<file path="config.mk">
export PLATFORM = sky130hd
export DESIGN_NAME = fb_access_arbiter
export DESIGN_NICKNAME = d
export VERILOG_FILES = /design/src/rtl/fb_pkg.sv /design/src/rtl/fb_rd_addr_gen.sv /design/src/rtl/fb_access_arbiter.sv
export SDC_FILE = /design/constraint.sdc
export NUM_CORES = 1
export LEC_CHECK = 0
export CAP_MARGIN = 20
export CORE_UTILIZATION = 30
export CTS_CLUSTER_DIAMETER = 200
export DETAILED_ROUTE_END_ITERATION = 10
export HOLD_SLACK_MARGIN = 0.1
export PLACE_DENSITY = 0.62
export SYNTH_ARGS = -nofsm -noshare
export SYNTH_HDL_FRONTEND = slang
export SYNTH_SLANG_ARGS = --single-unit
</file>
<file path="constraint.sdc">
create_clock -name clk_i -period 2.69 [get_ports clk_i]
set_clock_uncertainty 0.15 [all_clocks]
set_input_delay 0.6725 -clock clk_i [delete_from_list [all_inputs] [get_ports clk_i]]
set_output_delay 0.6725 -clock clk_i [all_outputs]
set_load 0.01 [all_outputs]
</file>
<file path="src/rtl/fb_pkg.sv">
// Shared constants and types for the framebuffer access arbiter.
package fb_pkg;

  localparam int unsigned FB_H_ACTIVE = 640;
  localparam int unsigned FB_V_ACTIVE = 480;
  localparam int unsigned FB_ADDR_W   = 19;
  localparam int unsigned FB_DATA_W   = 8;
  localparam int unsigned FB_DEPTH    = FB_H_ACTIVE * FB_V_ACTIVE;

  typedef logic [FB_DATA_W-1:0] pixel_t;

  typedef enum logic [1:0] {
    S_BLANK = 2'd0,
    S_DISP  = 2'd1,
    S_WRITE = 2'd2
  } fb_state_e;

endpackage

</file>
<file path="src/rtl/fb_rd_addr_gen.sv">
// Display read address counter: linear scan, cleared in vertical blanking,
// wraps to 0 after the last framebuffer location.
module fb_rd_addr_gen
  import fb_pkg::*;
#(
  parameter int unsigned ADDR_W   = FB_ADDR_W,
  parameter int unsigned DEPTH    = FB_DEPTH,
  parameter int unsigned V_ACTIVE = FB_V_ACTIVE
) (
  input  logic              clk_i,
  input  logic              rst_i,
  input  logic [9:0]        v_cnt_i,
  input  logic              inc_i,
  output logic [ADDR_W-1:0] rd_addr_o
);

  localparam logic [ADDR_W-1:0] LAST_ADDR = ADDR_W'(DEPTH - 1);

  logic [ADDR_W-1:0] r_addr;
  logic              w_vblank;

  assign w_vblank  = (v_cnt_i >= 10'(V_ACTIVE));
  assign rd_addr_o = r_addr;

  always_ff @(posedge clk_i or posedge rst_i) begin
    if (rst_i) begin
      r_addr <= '0;
    end else if (w_vblank) begin
      r_addr <= '0;
    end else if (inc_i) begin
      r_addr <= (r_addr == LAST_ADDR) ? '0 : r_addr + 1'b1;
    end
  end

endmodule

</file>
<file path="src/rtl/fb_access_arbiter.sv">
// Arbitrates one single-port framebuffer RAM between VGA display reads and host writes.
// Optional one-entry host write buffer: define FB_WR_BUF_EN.
module fb_access_arbiter
  import fb_pkg::*;
#(
  parameter int unsigned H_ACTIVE = FB_H_ACTIVE,
  parameter int unsigned V_ACTIVE = FB_V_ACTIVE,
  parameter int unsigned ADDR_W   = FB_ADDR_W,
  parameter int unsigned DATA_W   = FB_DATA_W
) (
  input  logic              clk_i,
  input  logic              rst_i,
  input  logic [9:0]        h_cnt_i,
  input  logic [9:0]        v_cnt_i,
  input  logic              d_ena_i,
  input  logic              wr_req_i,
  input  logic [ADDR_W-1:0] wr_addr_i,
  input  logic [DATA_W-1:0] wr_data_i,
  output logic              wr_ack_o,
  output logic [ADDR_W-1:0] mem_addr_o,
  output logic              mem_we_o,
  output logic [DATA_W-1:0] mem_wdata_o,
  input  logic [DATA_W-1:0] mem_rdata_i,
  output logic [DATA_W-1:0] pix_o,
  output logic              pix_valid_o
);

  localparam logic [ADDR_W-1:0] LAST_ADDR = ADDR_W'(H_ACTIVE * V_ACTIVE - 1);

  fb_state_e         r_state;
  fb_state_e         w_state_d;
  logic [ADDR_W-1:0] w_rd_addr;
  logic              w_wr_in_range;
  logic              w_wr_pending;
  logic [ADDR_W-1:0] w_cmt_addr;
  logic [DATA_W-1:0] w_cmt_data;
  logic              w_cmt_we;

  logic [ADDR_W-1:0] r_mem_addr;
  logic              r_mem_we;
  logic [DATA_W-1:0] r_mem_wdata;
  logic              r_wr_ack;
  logic              r_dena_1;
  logic              r_dena_2;
  logic              r_pix_valid;
  logic [DATA_W-1:0] r_pix;

  // Line position is implied by d_ena_i; the horizontal count is not needed.
  logic w_unused_h;
  assign w_unused_h = ^h_cnt_i;

  assign w_wr_in_range = (wr_addr_i <= LAST_ADDR);

  fb_rd_addr_gen #(
    .ADDR_W   (ADDR_W),
    .DEPTH    (H_ACTIVE * V_ACTIVE),
    .V_ACTIVE (V_ACTIVE)
  ) u_rd_addr_gen (
    .clk_i     (clk_i),
    .rst_i     (rst_i),
    .v_cnt_i   (v_cnt_i),
    .inc_i     (d_ena_i),
    .rd_addr_o (w_rd_addr)
  );

`ifdef FB_WR_BUF_EN
  logic              r_buf_full;
  logic [ADDR_W-1:0] r_buf_addr;
  logic [DATA_W-1:0] r_buf_data;

  assign w_wr_pending = r_buf_full;
  assign w_cmt_addr   = r_buf_addr;
  assign w_cmt_data   = r_buf_data;
  assign w_cmt_we     = 1'b1;

  // Out-of-range requests are acked but never occupy the buffer.
  always_ff @(posedge clk_i or posedge rst_i) begin
    if (rst_i) begin
      r_buf_full <= 1'b0;
      r_buf_addr <= '0;
      r_buf_data <= '0;
      r_wr_ack   <= 1'b0;
    end else begin
      r_wr_ack <= 1'b0;
      if (w_state_d == S_WRITE) begin
        r_buf_full <= 1'b0;
      end
      if (wr_req_i && !r_buf_full && !r_wr_ack) begin
        r_wr_ack   <= 1'b1;
        r_buf_full <= w_wr_in_range;
        r_buf_addr <= wr_addr_i;
        r_buf_data <= wr_data_i;
      end
    end
  end
`else
  // The requester still holds wr_req_i during the ack cycle; mask it there.
  assign w_wr_pending = wr_req_i && (r_state != S_WRITE);
  assign w_cmt_addr   = wr_addr_i;
  assign w_cmt_data   = wr_data_i;
  assign w_cmt_we     = w_wr_in_range;

  always_ff @(posedge clk_i or posedge rst_i) begin
    if (rst_i) begin
      r_wr_ack <= 1'b0;
    end else begin
      r_wr_ack <= (w_state_d == S_WRITE);
    end
  end
`endif

  always_comb begin
    w_state_d = S_BLANK;
    if (d_ena_i) begin
      w_state_d = S_DISP;
    end else if (w_wr_pending) begin
      w_state_d = S_WRITE;
    end
  end

  always_ff @(posedge clk_i or posedge rst_i) begin
    if (rst_i) begin
      r_state     <= S_BLANK;
      r_mem_addr  <= '0;
      r_mem_we    <= 1'b0;
      r_mem_wdata <= '0;
    end else begin
      r_state  <= w_state_d;
      r_mem_we <= 1'b0;
      case (w_state_d)
        S_DISP: begin
          r_mem_addr <= w_rd_addr;
        end
        S_WRITE: begin
          r_mem_addr  <= w_cmt_addr;
          r_mem_wdata <= w_cmt_data;
          r_mem_we    <= w_cmt_we;
        end
        default: ;
      endcase
    end
  end

  // d_ena_i -> address (n+1) -> RAM data (n+2) -> pixel register (n+3)
  always_ff @(posedge clk_i or posedge rst_i) begin
    if (rst_i) begin
      r_dena_1    <= 1'b0;
      r_dena_2    <= 1'b0;
      r_pix_valid <= 1'b0;
      r_pix       <= '0;
    end else begin
      r_dena_1    <= d_ena_i;
      r_dena_2    <= r_dena_1;
      r_pix_valid <= r_dena_2;
      r_pix       <= r_dena_2 ? mem_rdata_i : '0;
    end
  end

  assign wr_ack_o    = r_wr_ack;
  assign mem_addr_o  = r_mem_addr;
  assign mem_we_o    = r_mem_we;
  assign mem_wdata_o = r_mem_wdata;
  assign pix_o       = r_pix;
  assign pix_valid_o = r_pix_valid;

endmodule

</file>
---- Yosys cells after proc, flatten, opt, wreduce, memory -nomap -nowiden ----
Index checks and enable logic that the tools add are counted.
word-level totals
  word-level logic and storage cells ...... 28
  bits in registers ....................... 61
cells by class
  $add $sub $neg .......................... 1
  reduce and logical (&&, ||, !) cells .... 3
  equality and inequality tests ........... 4
  muxes and demuxes ....................... 8
  $lt $le $gt $ge ......................... 2
operators by type and width
  operator                                                             number
  2-to-1 mux 19 bit                                                    3
  one-hot mux 19 bit (2 select lines)                                  1
  adder 19 x 1 -> 19 bit (second input constant)                       1
  == test 19 bit (second input constant)                               1
  <= comparator 19 bit (second input constant)                         1
  greater-or-equal comparator 10 x 9 -> 1 bit (second input constant)  1
  2-to-1 mux 8 bit                                                     1
  2-to-1 mux 2 bit                                                     2
  nonzero test 2 bit                                                   2
  == test 2 x 1 -> 1 bit (second input constant)                       1
  == test 2 bit (second input constant)                                1
  inequality test 2 bit (second input constant)                        1
  logical AND 1 bit                                                    1
  2-to-1 mux 1 bit                                                     1

---- Logic depth before layout (Yosys ltp) ----
  depth in word-level cells ............... 6
  depth in mapped cells ................... 6
  gate-level depth less buffers ........... 5

---- Modules after synthesis ----
From an unflattened synthesis, not the netlist that was laid out.
second synthesis, totals
  cell total of the unflattened synthesis .. 234
  area total of the unflattened synthesis .. 2895.3 um^2
modules (own cells, without submodules)
  module             instances  area each (um^2)  cells an instance
  fb_access_arbiter  1          1741.7            106
  fb_rd_addr_gen     1          1153.6            128

---- Worst setup path after synthesis ----
No wires, ideal clock.
  path kind ............................... input to register
  start ................................... in v_cnt_i[5]
  end ..................................... reg u_rd_addr_gen.r_addr[18], in the netlist u_rd_addr_gen.rd_addr_o[18]
  path slack .............................. 0.800 ns
  data arrival time ....................... 1.664 ns
  stages .................................. 5
  setup time .............................. 0.076 ns
  buffers on the path ..................... 1
  cells stage by stage .................... a41o_1 buf_2 o211ai_1 or3_1 a21oi_2
on the way
  word-level cells in the longest chain between the ends .. 2
  elaborated cells between the ends (all ways) .. 3
  classes of those cells .................. order compare (1); mux (1); reduce/logical (1)
ends and longest elaborated chain
  element                                                  RTL line                 RTL
  start, declared                                          fb_access_arbiter.sv:14  input logic [9:0] v_cnt_i,
  greater-or-equal comparator 10 x 9 -> 1 bit *            fb_rd_addr_gen.sv:22     assign w_vblank = (v_cnt_i >= 10'(V_ACTIVE));
  2-to-1 mux 19 bit or nonzero test 2 bit (tied branches)  -
  end signal, assigned                                     fb_rd_addr_gen.sv:31     r_addr <= (r_addr == LAST_ADDR) ? '0 : r_addr + 1'b1;
  end, declared                                            fb_rd_addr_gen.sv:19     logic [ADDR_W-1:0] r_addr;
Every way passes the cells marked *; elsewhere a longest branch is shown, timed or not.
A chain may end at the register's enable or synchronous reset.

---- Worst setup path in the final report ----
  start ................................... in d_ena_i
  end ..................................... reg r_mem_addr[8], in the netlist mem_addr_o[8]
on the way
  word-level cells in the longest chain between the ends .. 3
  elaborated cells between the ends (all ways) .. 5
  classes of those cells .................. eq/ne (2); mux (2); reduce/logical (1)
ends and longest elaborated chain
  element                                                                    RTL line                  RTL
  start, declared                                                            fb_access_arbiter.sv:15   input logic d_ena_i,
  2-to-1 mux 2 bit *                                                         fb_access_arbiter.sv:114  if (d_ena_i) begin
  == test 2 bit or == test 2 x 1 -> 1 bit (tied branches)                    fb_access_arbiter.sv:130  case (w_state_d)
  one-hot mux 19 bit (2 select lines) or nonzero test 2 bit (tied branches)  -
  end signal, assigned                                                       fb_access_arbiter.sv:132  r_mem_addr <= w_rd_addr;
  end signal, assigned                                                       fb_access_arbiter.sv:135  r_mem_addr <= w_cmt_addr;
  end, declared                                                              fb_access_arbiter.sv:39   logic [ADDR_W-1:0] r_mem_addr;
Marks and branches as above.

==> run metrics <==
CTS H-tree lvls 3; Post-CTS Setup Inserts 0; CTS Buffer Depth 2; largest family of logic cells by synthesized area simple AND/OR/NAND/NOR gates; vias in the first global route 2162; filler instances 782; # DRC 0; crit path max fanout 31; Simple-Gate Fraction of Synth Area 18.2%; Synth top area share 57.3%; Via density roughly 5; nature of the critical path startpoint primary input; RSZ-0062 raised after global routing false; fin crit period approximately 2.2 ns; multiplexer area fraction after synthesis ~3.5%; GP Congestion 0.779; cts bufs inserted 9; Clock transition at path regs about 0.070 ns; max-slew violation count 0; flops & latches, synth 59; critical path arrival ~2.3 ns; reg2reg setup slack around 0.57 ns; crit-path cells clkdlybuf4s50_1 -> buf_12 -> a21oi_1 -> buf_4 -> a22oi_1 -> nand2_1; yosys warns 0; FP Rows 33; die width ~95 µm; IO buf count a little over 80; Critical Path RT 2.82 ns; DR iter-0 viols about 130; register area share after synthesis 57.3%; Async S/R FF share, synth 100%; Total Power 2.18 mW; Initial Utilization 31.2%; Main synth FF type dfrtp_1; CTS Sinks 59; top cells by area, synth dfrtp_1, nand2_1, a22oi_1; GRT Total Usage 14.9%; I/O pin total a little under 100; die height 94.7 µm; CTS root buffer clkbuf_8; Worst path slowest cell a21oi_1; post-route cell area between 0.003 and 0.004 mm²; worst setup path category in2reg; outcome completed; Placeable Area 0.00826 mm²; Max IR drop VDD roughly 0.19 mV; Synth area leader dfrtp_1; setup violators final 0; first-pass GRT wire length 10200 µm; post-cts resize count 0; Synth Area in XOR/XNOR 2.04%; Register Area 0.00148 mm²; cells after synthesis 236; Max Cap Viol 0; Synth Area in Compound Gates 15.6%; CP delay by family, top buffers and inverters; post-DP HPWL 4650 µm; die area 0.00897 mm²; Netlist cell types 43; delay of the slowest critical-path stage a little over 0.5 ns; Post-synth EDFFs 0; Diodes inserted 0; initial antenna violation count 0; Tightest Pin Transition 0.632 ns; Placed Instance Area 0.00357 mm²; final hold violation count 0; largest net degree at the start of global routing 40; most frequent cell after synthesis dfrtp_1; ratio of cells with drive above 1 in the final layout 12.0%; CTS tree built; syn_area_per_cell 10.9 µm²; WL per Instance 14.4 µm; GRT overflow 0; Hold Buf Count CTS 0; crit share post-route 81.3%; NumNets Final 388; post-synthesis adder-cell area fraction less than 1%; synth cell count leaders dfrtp_1, nand2_1, a22oi_1, nand3_1; synthesized area 0.00258 mm²; Worst-Skew Late Latency 0.34 ns; setup_tns 0 ns; drt first pass iters 4; Area Overhead vs Synth 47.2%; area of the multi-input gates just over 0.001 mm²; syn nets 296; worst path bufs/invs 3; maximum clock rate 0.457 GHz; residual antenna-violating net count after detailed routing 0; leakage power approximately 1.6 nW; final wirelength 6330 µm; PD cells between 500 and 600 mW/mm²; max_slew headroom 57.9%; DR vias approximately 2200; worst hold path type reg2reg; endpoint class of the critical path flop
==> area by class of cell <==
cell class / instances / area share, %
Clock buffer: 9 / 3.26
Sequential cell: 59 / 38.9
Multi-Input combinational cell: 159 / 27.0
Timing Repair Buffer: 90 / 23.8
Tap cell: 105 / 3.46
Clock inverter: 7 / 2.64
Inverter: 9 / 0.890
==> where the power goes <==
part	internal (mW)	switching (mW)	leakage (nW)	total [mW]
registers	0.938	0.0273	0.776	0.965
clock network	0.527	0.384	0.102	0.911
logic	0.185	0.122	0.715	0.307
==> cells by family (layout without fill, tap and decap cells) <==
family	after synthesis	after routing
simple gates	89	89
flops	59	59
compound gates	55	55
buf+inv	18	115
mux	8	8
xor+xnor	6	6
fa+ha+maj	1	1
==> metal layers <==
metal / routed length, µm / vias to the layer above / GRT usage [%]
met5: 0 / - / 0
met4: 63 / 0 / 5.68
met3: 453 / 6 / 4.35
met2: 3110 / 73 / 24.9
met1: 2700 / 1059 / 18.1
li1: - / 1058 / -
==> flip-flops by register name, indices dropped and copies added, names as in the netlist <==
register and cells:
mem_wdata_o 8, u_rd_addr_gen.rd_addr_o 19, pix_valid_o 1, r_state 2
pix_o 8, r_dena_2 1, mem_addr_o 19, mem_we_o 1
==> cell usage in the layout, fill, tap and decap left out, types with 2 or more instances in the layout <==
master            n
clkdlybuf4s50_1  81
dfrtp_1          59
nand2_1          36
a22oi_1          14
nand3_1          11
and2_1            9
clkbuf_8          9
inv_1             8
o21ai_0           8
a21oi_1           8
mux2_2            8
buf_4             7
nor2_1            6
xor2_1            5
or3_1             5
a222oi_1          5
o31ai_1           4
or4_1             4
and3_1            3
nor4_1            3
o211ai_1          3
nand4_1           3
clkinvlp_4        3
nand2b_1          2
a31oi_1           2
o22ai_1           2
bufinv_16         2
inv_6             2
buf_12            2
==> worst reg2reg max path, delay by kind of cell, from the launching register on <==
| kind | cells | cell delay, ns |
|---|---|---|
| AO/OA/AOI/OAI | 1 | 0.20 |
| adder cells (fa/ha/maj) | 1 | 0.22 |
| AND/OR/NAND/NOR | 3 | 0.97 |
| flip-flops | 1 | 0.43 |
==> stage by stage <==
| step | setup WS [ns] | hold slack, ns | cells | util (%) |
|---|---|---|---|---|
| floorplan | 0.411 | 0.196 | 236 | - |
| global placement | 0.123 | 0.202 | 422 | 43.2 |
| detailed placement | 0.151 | 0.209 | 422 | 43.2 |
| CTS | 0.503 | 0.229 | 438 | 46.0 |
| global route | 0.367 | 0.262 | 438 | 46.0 |
| finish | 0.502 | 0.226 | 438 | 46.0 |
==> final timing paths <==
| path | startpoint | to | cells past startpoint |
|---|---|---|---|
| setup reg to reg | u_rd_addr_gen.rd_addr_o[0] | u_rd_addr_gen.rd_addr_o[5] | 5 |
| max in group asynchronous | rst_i | u_rd_addr_gen.rd_addr_o[5] | 3 |
| setup / recovery | d_ena_i | mem_addr_o[8] | 6 |
| hold reg to reg | r_state[0] | r_dena_2 | 0 |
| hold / removal | r_state[0] | r_dena_2 | 0 |
| min in group asynchronous | rst_i | mem_wdata_o[3] | 2 |
No activity file was read; power rests on OpenSTA's default activity.
